$ cat src/rtl/mem_access_unit.sv
// Memory-stage load/store unit: req/gnt/rvalid handshake with data memory,
// byte-lane steering for stores and alignment/extension for loads.
module mem_access_unit #(
    parameter int TIMEOUT_CYCLES = 255
) (
    input  logic        clk,
    input  logic        rst_n,
    input  logic        start,
    input  logic        is_load,
    input  logic        is_store,
    input  logic [2:0]  funct3,
    input  logic [31:0] addr,
    input  logic [31:0] store_data,
    output logic        dmem_req,
    output logic        dmem_we,
    output logic [31:0] dmem_addr,
    output logic [3:0]  dmem_be,
    output logic [31:0] dmem_wdata,
    input  logic        dmem_gnt,
    input  logic        dmem_rvalid,
    input  logic [31:0] dmem_rdata,
    output logic [31:0] mem_r_data,
    output logic        busy,
    output logic        done,
    output logic        misaligned,
    output logic        err
);
    typedef enum logic [1:0] {IDLE, REQ, WAIT, DONE} state_t;

    localparam logic [9:0] LAST = 10'(TIMEOUT_CYCLES - 1);

    state_t      state, state_n;
    logic [9:0]  cnt;
    logic [2:0]  op_f3;
    logic [1:0]  op_off;
    logic        accept, legal_f3, illegal, mis, go;
    logic [3:0]  be_n;
    logic [31:0] wdata_n;
    logic        mis_n, err_n, load_ok, cnt_inc;
    logic [7:0]  ld_byte;
    logic [15:0] ld_half;
    logic [31:0] ld_ext;

    // Decode of the op presented by execute
    always_comb begin
        accept = start & (is_load | is_store) & (state == IDLE || state == DONE);
        case (funct3)
            3'b000, 3'b001, 3'b010: legal_f3 = 1'b1;
            3'b100, 3'b101:         legal_f3 = is_load;
            default:                legal_f3 = 1'b0;
        endcase
        illegal = (is_load & is_store) | ~legal_f3;
        mis     = ((funct3[1:0] == 2'b01) & addr[0]) |
                  ((funct3[1:0] == 2'b10) & (addr[1:0] != 2'b00));
        go      = accept & ~illegal & ~mis;
        case (funct3[1:0])
            2'b00: begin
                be_n    = 4'b0001 << addr[1:0];
                wdata_n = {4{store_data[7:0]}};
            end
            2'b01: begin
                be_n    = addr[1] ? 4'b1100 : 4'b0011;
                wdata_n = {2{store_data[15:0]}};
            end
            default: begin
                be_n    = 4'b1111;
                wdata_n = store_data;
            end
        endcase
    end

    assign busy     = (state == REQ) || (state == WAIT) || go;
    assign dmem_req = (state == REQ);

    always_comb begin
        state_n = state;
        mis_n   = 1'b0;
        err_n   = 1'b0;
        load_ok = 1'b0;
        cnt_inc = 1'b0;
        case (state)
            IDLE, DONE: begin
                state_n = IDLE;
                if (accept) begin
                    if (illegal) begin
                        state_n = DONE;
                        err_n   = 1'b1;
                    end else if (mis) begin
                        state_n = DONE;
                        mis_n   = 1'b1;
                    end else begin
                        state_n = REQ;
                    end
                end
            end
            REQ: begin
                // A grant in the timeout cycle still completes the op
                if (dmem_gnt) begin
                    state_n = dmem_we ? DONE : WAIT;
                end else if (cnt == LAST) begin
                    state_n = DONE;
                    err_n   = 1'b1;
                end else begin
                    cnt_inc = 1'b1;
                end
            end
            WAIT: begin
                if (dmem_rvalid) begin
                    state_n = DONE;
                    load_ok = 1'b1;
                end else if (cnt == LAST) begin
                    state_n = DONE;
                    err_n   = 1'b1;
                end else begin
                    cnt_inc = 1'b1;
                end
            end
            default: state_n = IDLE;
        endcase
    end

    always_comb begin
        case (op_off)
            2'd0:    ld_byte = dmem_rdata[7:0];
            2'd1:    ld_byte = dmem_rdata[15:8];
            2'd2:    ld_byte = dmem_rdata[23:16];
            default: ld_byte = dmem_rdata[31:24];
        endcase
        ld_half = op_off[1] ? dmem_rdata[31:16] : dmem_rdata[15:0];
        case (op_f3)
            3'b000:  ld_ext = {{24{ld_byte[7]}}, ld_byte};
            3'b001:  ld_ext = {{16{ld_half[15]}}, ld_half};
            3'b100:  ld_ext = {24'd0, ld_byte};
            3'b101:  ld_ext = {16'd0, ld_half};
            default: ld_ext = dmem_rdata;
        endcase
    end

    always_ff @(posedge clk or negedge rst_n) begin
        if (!rst_n) begin
            state      <= IDLE;
            done       <= 1'b0;
            misaligned <= 1'b0;
            err        <= 1'b0;
            dmem_we    <= 1'b0;
            dmem_addr  <= '0;
            dmem_be    <= '0;
            dmem_wdata <= '0;
            mem_r_data <= '0;
            op_f3      <= '0;
            op_off     <= '0;
            cnt        <= '0;
        end else begin
            state      <= state_n;
            done       <= (state_n == DONE);
            misaligned <= mis_n;
            err        <= err_n;
            if (go) begin
                dmem_we    <= is_store;
                dmem_addr  <= {addr[31:2], 2'b00};
                dmem_be    <= be_n;
                dmem_wdata <= wdata_n;
                op_f3      <= funct3;
                op_off     <= addr[1:0];
                cnt        <= '0;
            end else if (cnt_inc) begin
                cnt <= cnt + 10'd1;
            end
            if (load_ok) mem_r_data <= ld_ext;
        end
    end
endmodule

$ cat config.mk
export PLATFORM = sky130hd
export DESIGN_NAME = mem_access_unit
export DESIGN_NICKNAME = d
export VERILOG_FILES = /design/src/rtl/mem_access_unit.sv
export SDC_FILE = /design/constraint.sdc
export NUM_CORES = 1
export LEC_CHECK = 0
export BUFFER_PORTS_ARGS = -buffer_cell sky130_fd_sc_hd__buf_2
export CORE_UTILIZATION = 50
export DETAILED_ROUTE_END_ITERATION = 7
export GPL_ROUTABILITY_DRIVEN = 1
export PLACE_DENSITY = 0.86
export SLEW_MARGIN = 5
export SYNTH_ARGS = -nofsm -noshare
export SYNTH_HDL_FRONTEND = slang
export SYNTH_SLANG_ARGS = --single-unit
$ cat constraint.sdc
create_clock -name clk -period 2.7 [get_ports clk]
set_input_delay 0.27 -clock clk [delete_from_list [all_inputs] [get_ports clk]]
set_output_delay 0.27 -clock clk [all_outputs]
set_load 0.05 [all_outputs]
# Word-level counts from Yosys, hierarchy flattened
# Index checks and enable logic that the tools add are counted.
word_totals:
  inputBits: 106
  ff_bits: 119
  out_inout_bits: 106
  elab_cells: 89
classes:
  n_reduce_logical: 13
  n_shift: 1
  addsub: 1
  eq_ne: 16
  n_bitwise: 13
  muxes: 33
ops:
  columns: ["operator", "n"]
  rows:
  - ["32-bit one-hot mux with 4 select lines", 1]
  - ["32-bit one-hot mux with 2 select lines", 1]
  - ["8-bit one-hot mux with 3 select lines", 1]
  - ["10-bit 2-to-1 mux", 2]
  - ["16-bit 2-to-1 mux", 1]
  - ["1-bit 2-to-1 mux", 15]
  - ["3-bit == test, second input constant", 4]
  - ["2-bit 2-to-1 mux", 6]
  - ["10-bit by 1-bit adder with 10-bit output, second input constant", 1]
  - ["10-bit by 8-bit == test with 1-bit output, second input constant", 1]
  - ["2-bit == test, second input constant", 5]
  - ["4-bit one-hot mux with 2 select lines", 1]
  - ["1-bit bitwise AND", 7]
  - ["2-bit by 1-bit == test with 1-bit output, second input constant", 3]
  - ["3-bit by 1-bit == test with 1-bit output, second input constant", 2]
  - ["2-bit zero test", 3]
  - ["3-bit zero test", 2]
  - ["2-bit one-hot mux with 3 select lines", 1]
  - ["4-bit 2-to-1 mux", 1]
  - ["1-bit one-hot mux with 2 select lines", 2]
  - ["2-bit nonzero test", 2]
  - ["2-bit OR reduction", 2]
  - ["1-bit by 2-bit << shifter with 4-bit output, first input constant", 1]
  - ["3-bit by 2-bit == test with 1-bit output, second input constant", 1]
  - ["5 further kinds", 11]

# Logic depth before layout (Yosys ltp)
depth:
  word_depth: 9
  ltp_mapped: 8
  depth_no_buf: 6

# Worst setup path after synthesis
# No wires, ideal clock.
synth_path:
  path_kind: "register -> output"
  from: "register state[0]"
  to: "output busy"
  n_path_buf: 0
  setup_slack_ns: 0.282
  stages_incl_launch_ff: 6
  t_required_ns: 2.430
  t_arrival_ns: 2.148
  path_cell_list: "dfrtp_1 > inv_1 > ha_1 > o211a_1 > nand3_2 > o21ai_0"
synth_between:
  elab_chain_cells: 6
  word_cells_on_any_way: 10
  classes_between: "eq/ne: 3; bitwise: 3; reduce/logical: 4"
synth_rtl:
  columns: ["item", "line_no", "text"]
  rows:
  - ["from (decl)", "32", "state_t state, state_n;"]
  - ["from (signal assigned)", "154", "state <= state_n;"]
  - ["2-bit == test / 2-bit zero test (equally long branches)", "46", "accept = start & (is_load | is_store) & (state == IDLE || state == DONE);"]
  - ["1-bit logical OR", "46", null]
  - ["1-bit bitwise AND", "46", null]
  - ["1-bit bitwise AND (2 in series)", "55", "go = accept & ~illegal & ~mis;"]
  - ["1-bit logical OR *", "72", "assign busy = (state == REQ) || (state == WAIT) || go;"]
  - ["to (decl)", "23", "output logic busy,"]
# Every way passes the cells marked *; elsewhere a longest branch is shown, timed or not.

# Worst setup path in the final report
# Same ends and word-level chain as after synthesis.

==> results_dict.tcl <==
set metrics [dict create \
    status "finished, final reports clean" \
    dr.pass1.iters 4 \
    fmax_mhz 413 \
    cp_slowest_stage_delay_ps 360 \
    totalWireLength_um 15200 \
    clk_pin_slew_ps 60 \
    cp_top_family "compound AO/OA/AOI/OAI gates" \
    h-tree-depth 4 \
    tns_ps 0 \
    critPathKind "reg2out" \
    cp-end-kind "output port" \
    start_util_pct 51.9 \
    grt_pass1_vias 5093 \
    setup-violations-final 0 \
    slew-limit-headroom_pct 38.0 \
    die_x_um 109 \
    final_antenna_net_count 0 \
    drv_slew 0 \
    ys_ff_latch 119 \
    power.density_mw_per_mm2 1410 \
    rows 38 \
    yosysSeqAreaShare_pct 52.4 \
    crit_path_start_kind "flop" \
    p_leak_nw 3.65 \
    postSynthCellCount 494 \
    cap_violations 0 \
    die_y_um 109 \
    dieArea_sq_mm 0.0118 \
    hold_violations 0 \
    tightest_slew_ps 921 \
    min_period_over_period_pct 89.6 \
    r2r-end "dmem_addr[18]" \
    yosysTopAreaCell "dfrtp_1" \
    holdPathStages 2 \
    grt_overflow 0 \
    grt.total_usage_pct 27.3 \
    r2r_setup_slack_ps 380 \
    clock_latency_ps 400 \
    p_int_mw 5.21 \
    postLayoutCoreUtil_pct 67.7 \
    min_from "addr[2]" \
    cts_buffer_depth 2 \
    combPwrFrac_pct 51.1 \
    worst-endpoint-required_ps 2430 \
    grt_max_degree 54 \
    synth_top_cell_area_share_pct 52.4 \
    path_cells "inv_1 > ha_1 > o211a_1 > nand3_2 > o21ai_0 > buf_2" \
    syn_area_sq_mm 0.00568 \
    layout.nets 813 \
    holdPathEnd "dmem_addr[2]" \
    core-area_sq_mm 0.0109 \
    placed_area_sq_mm 0.00687 \
    clockPowerShare_pct 19.0 \
    switching_share_pct 50.1 \
    hold_class "in2reg" \
    antenna_found_initial 0 \
    peakVddDrop_mv 0.931 \
    r2r_start "state[0]" \
    cp_num_buf_inv 2 \
    drive_gt1_share_pct 48.8 \
    cp.arrival_ps 2150 \
    pre_cts_slack_ps 411 \
    ys_warn_count 0 \
    startpoint "state[0]" \
    synth_ff_type "dfrtp_1" \
    wl_per_cell_um 17.8 \
    netSwitchingPower_mw 5.24 \
    gp_congestion 0.825 \
    hpwl_um 11300 \
    worstPathMaxFanout 10 \
    postLayoutCellArea_sq_mm 0.00740 \
    drcViolationCount 0 \
    seqPwrFrac_pct 29.9 \
    cp_slowest_cell "dfrtp_1" \
    fin_crit_ps 2420 \
    setup_ws_ps 280 \
    synth_enable_flop_cells 0 \
    synthTopCellsByArea "dfrtp_1, mux2_2, mux2i_1, nand3_1, nand2_1" \
    antennaDiodeCount 0 \
    grt_pass1_wl_um 24600 \
    vias 4751 \
    skew_ps 5.27 \
    synth_cell_types 43 \
    reg2reg_depth 7 \
    cts_made_buffers 17 \
    io_pins 212 \
    clock-sinks 119 \
    rsz0062_at_grt "no" \
    cts_tree "built" \
    avgViaCountPerCell 5.56 \
    avgSynthCellArea_sq_um 11.5 \
    synth-async-reset-ratio_pct 100 \
    portBuffers 209 \
    drt-initial-drc-count 230 \
    syn2layout_area_growth_pct 30.3 \
    ctsResizeCount 0 \
    cts_root_buf "clkbuf_16" \
    holdWs_ps 98.0 \
]
per-layer routing:
metal  vias up  share of wire (%)  track usage (%)  routed length, um
li1       2196                  -                -                  -
met1      2344                 39             31.7               5930
met2       187                 51             47.2               7810
met3        24                8.0             8.80               1220
met4         0                1.8             9.65                279
met5         -                  0                0                  0
worst reg2reg max path, delay by kind of cell, from the launching register on:
family                   cells  cell delay [ps]
adder cells (fa/ha/maj)      1              330
AO/OA/AOI/OAI                1              220
flip-flops                   1              360
AND/OR/NAND/NOR              2              540
multiplexers                 1              400
buffers and inverters        2              370
layout by cell type, fill, tap and decap left out, types with 4 or more instances in the layout:
cell / instances
or3_1: 9
nand2_1: 50
clkbuf_16: 17
mux2_2: 93
ha_1: 4
clkinvlp_4: 5
nor2_1: 4
clkinv_2: 6
a2bb2o_1: 6
mux2i_1: 20
buf_2: 208
inv_1: 7
dfrtp_1: 119
nand2b_1: 12
nand3_1: 38
o31ai_1: 7
or4_1: 5
buf_4: 11
a21oi_1: 19
o21ai_0: 35
per-stage QoR:
stage,power (mW),cells
6_report,10.4,855
3_3_place_gp,8.30,823
4_1_cts,10.5,855
5_1_grt,10.9,855
2_1_floorplan,7.09,495
3_5_place_dp,8.47,823
area by class of cell:
cell class,instances,area [sq um]
repair buffers,223,1190
clock buffers,18,439
clock inverters,13,85.1
inverters,7,26.3
multi-input cells,335,2500
fillers,839,3540
well taps,140,175
flip-flops and latches,119,2980
power groups by stage:
stage	registers (mW)	logic, mW	clock network (mW)
2_1_floorplan	5.57	1.52	0
3_3_place_gp	3.08	5.22	0
3_5_place_dp	3.13	5.34	0
4_1_cts	3.13	5.36	2.01
5_1_grt	3.23	5.63	2.09
6_report	3.12	5.34	1.99
registers in the layout, summed over array words and instances (netlist names), 2 cells and up:
signal,cells
op_f3,3
state,2
dmem_wdata,32
cnt,10
op_off,2
mem_r_data,32
dmem_be,4
dmem_addr,30
worst max path at each step:
stage,endpoint,cells after the start
floorplan,busy,5
global placement,dmem_addr[21],7
detailed placement,dmem_addr[18],7
CTS,busy,6
global route,busy,6
finish,busy,6
cell families (layout without fill, tap and decap cells):
group	after synthesis	count (layout)	synth area share, %
fa+ha+maj	4	4	0.881
flops	119	119	52.4
other cells	1	2	0.0660
mux	114	114	22.4
simple gates	133	133	11.7
buf+inv	41	261	3.64
compound gates	82	82	8.88
what timing repair did:
item | in CTS | in global routing
hold buffers | 1 | 0
endpoints found under the hold margin | 51 | 0
buffers inserted | 0 | 0
Yosys cell counts (all sizes together), types with 2 or more instances:
| library cell | count |
|---|---|
| dfrtp | 119 |
| mux2 | 93 |
| nand2 | 50 |
| nand3 | 39 |
| o21ai | 37 |
| mux2i | 20 |
| a21oi | 19 |
| clkbuf | 19 |
| buf | 15 |
| nand2b | 12 |
| or3 | 9 |
| inv | 7 |
| o31ai | 7 |
| a2bb2o | 6 |
| nor2 | 5 |
| or4 | 5 |
| ha | 4 |
| nor2b | 3 |
| o21bai | 3 |
| and4 | 2 |
| nand4 | 2 |
| nor3 | 2 |
| o211a | 2 |
| o2bb2ai | 2 |
Note: power is estimated with default switching activity, not from simulation.
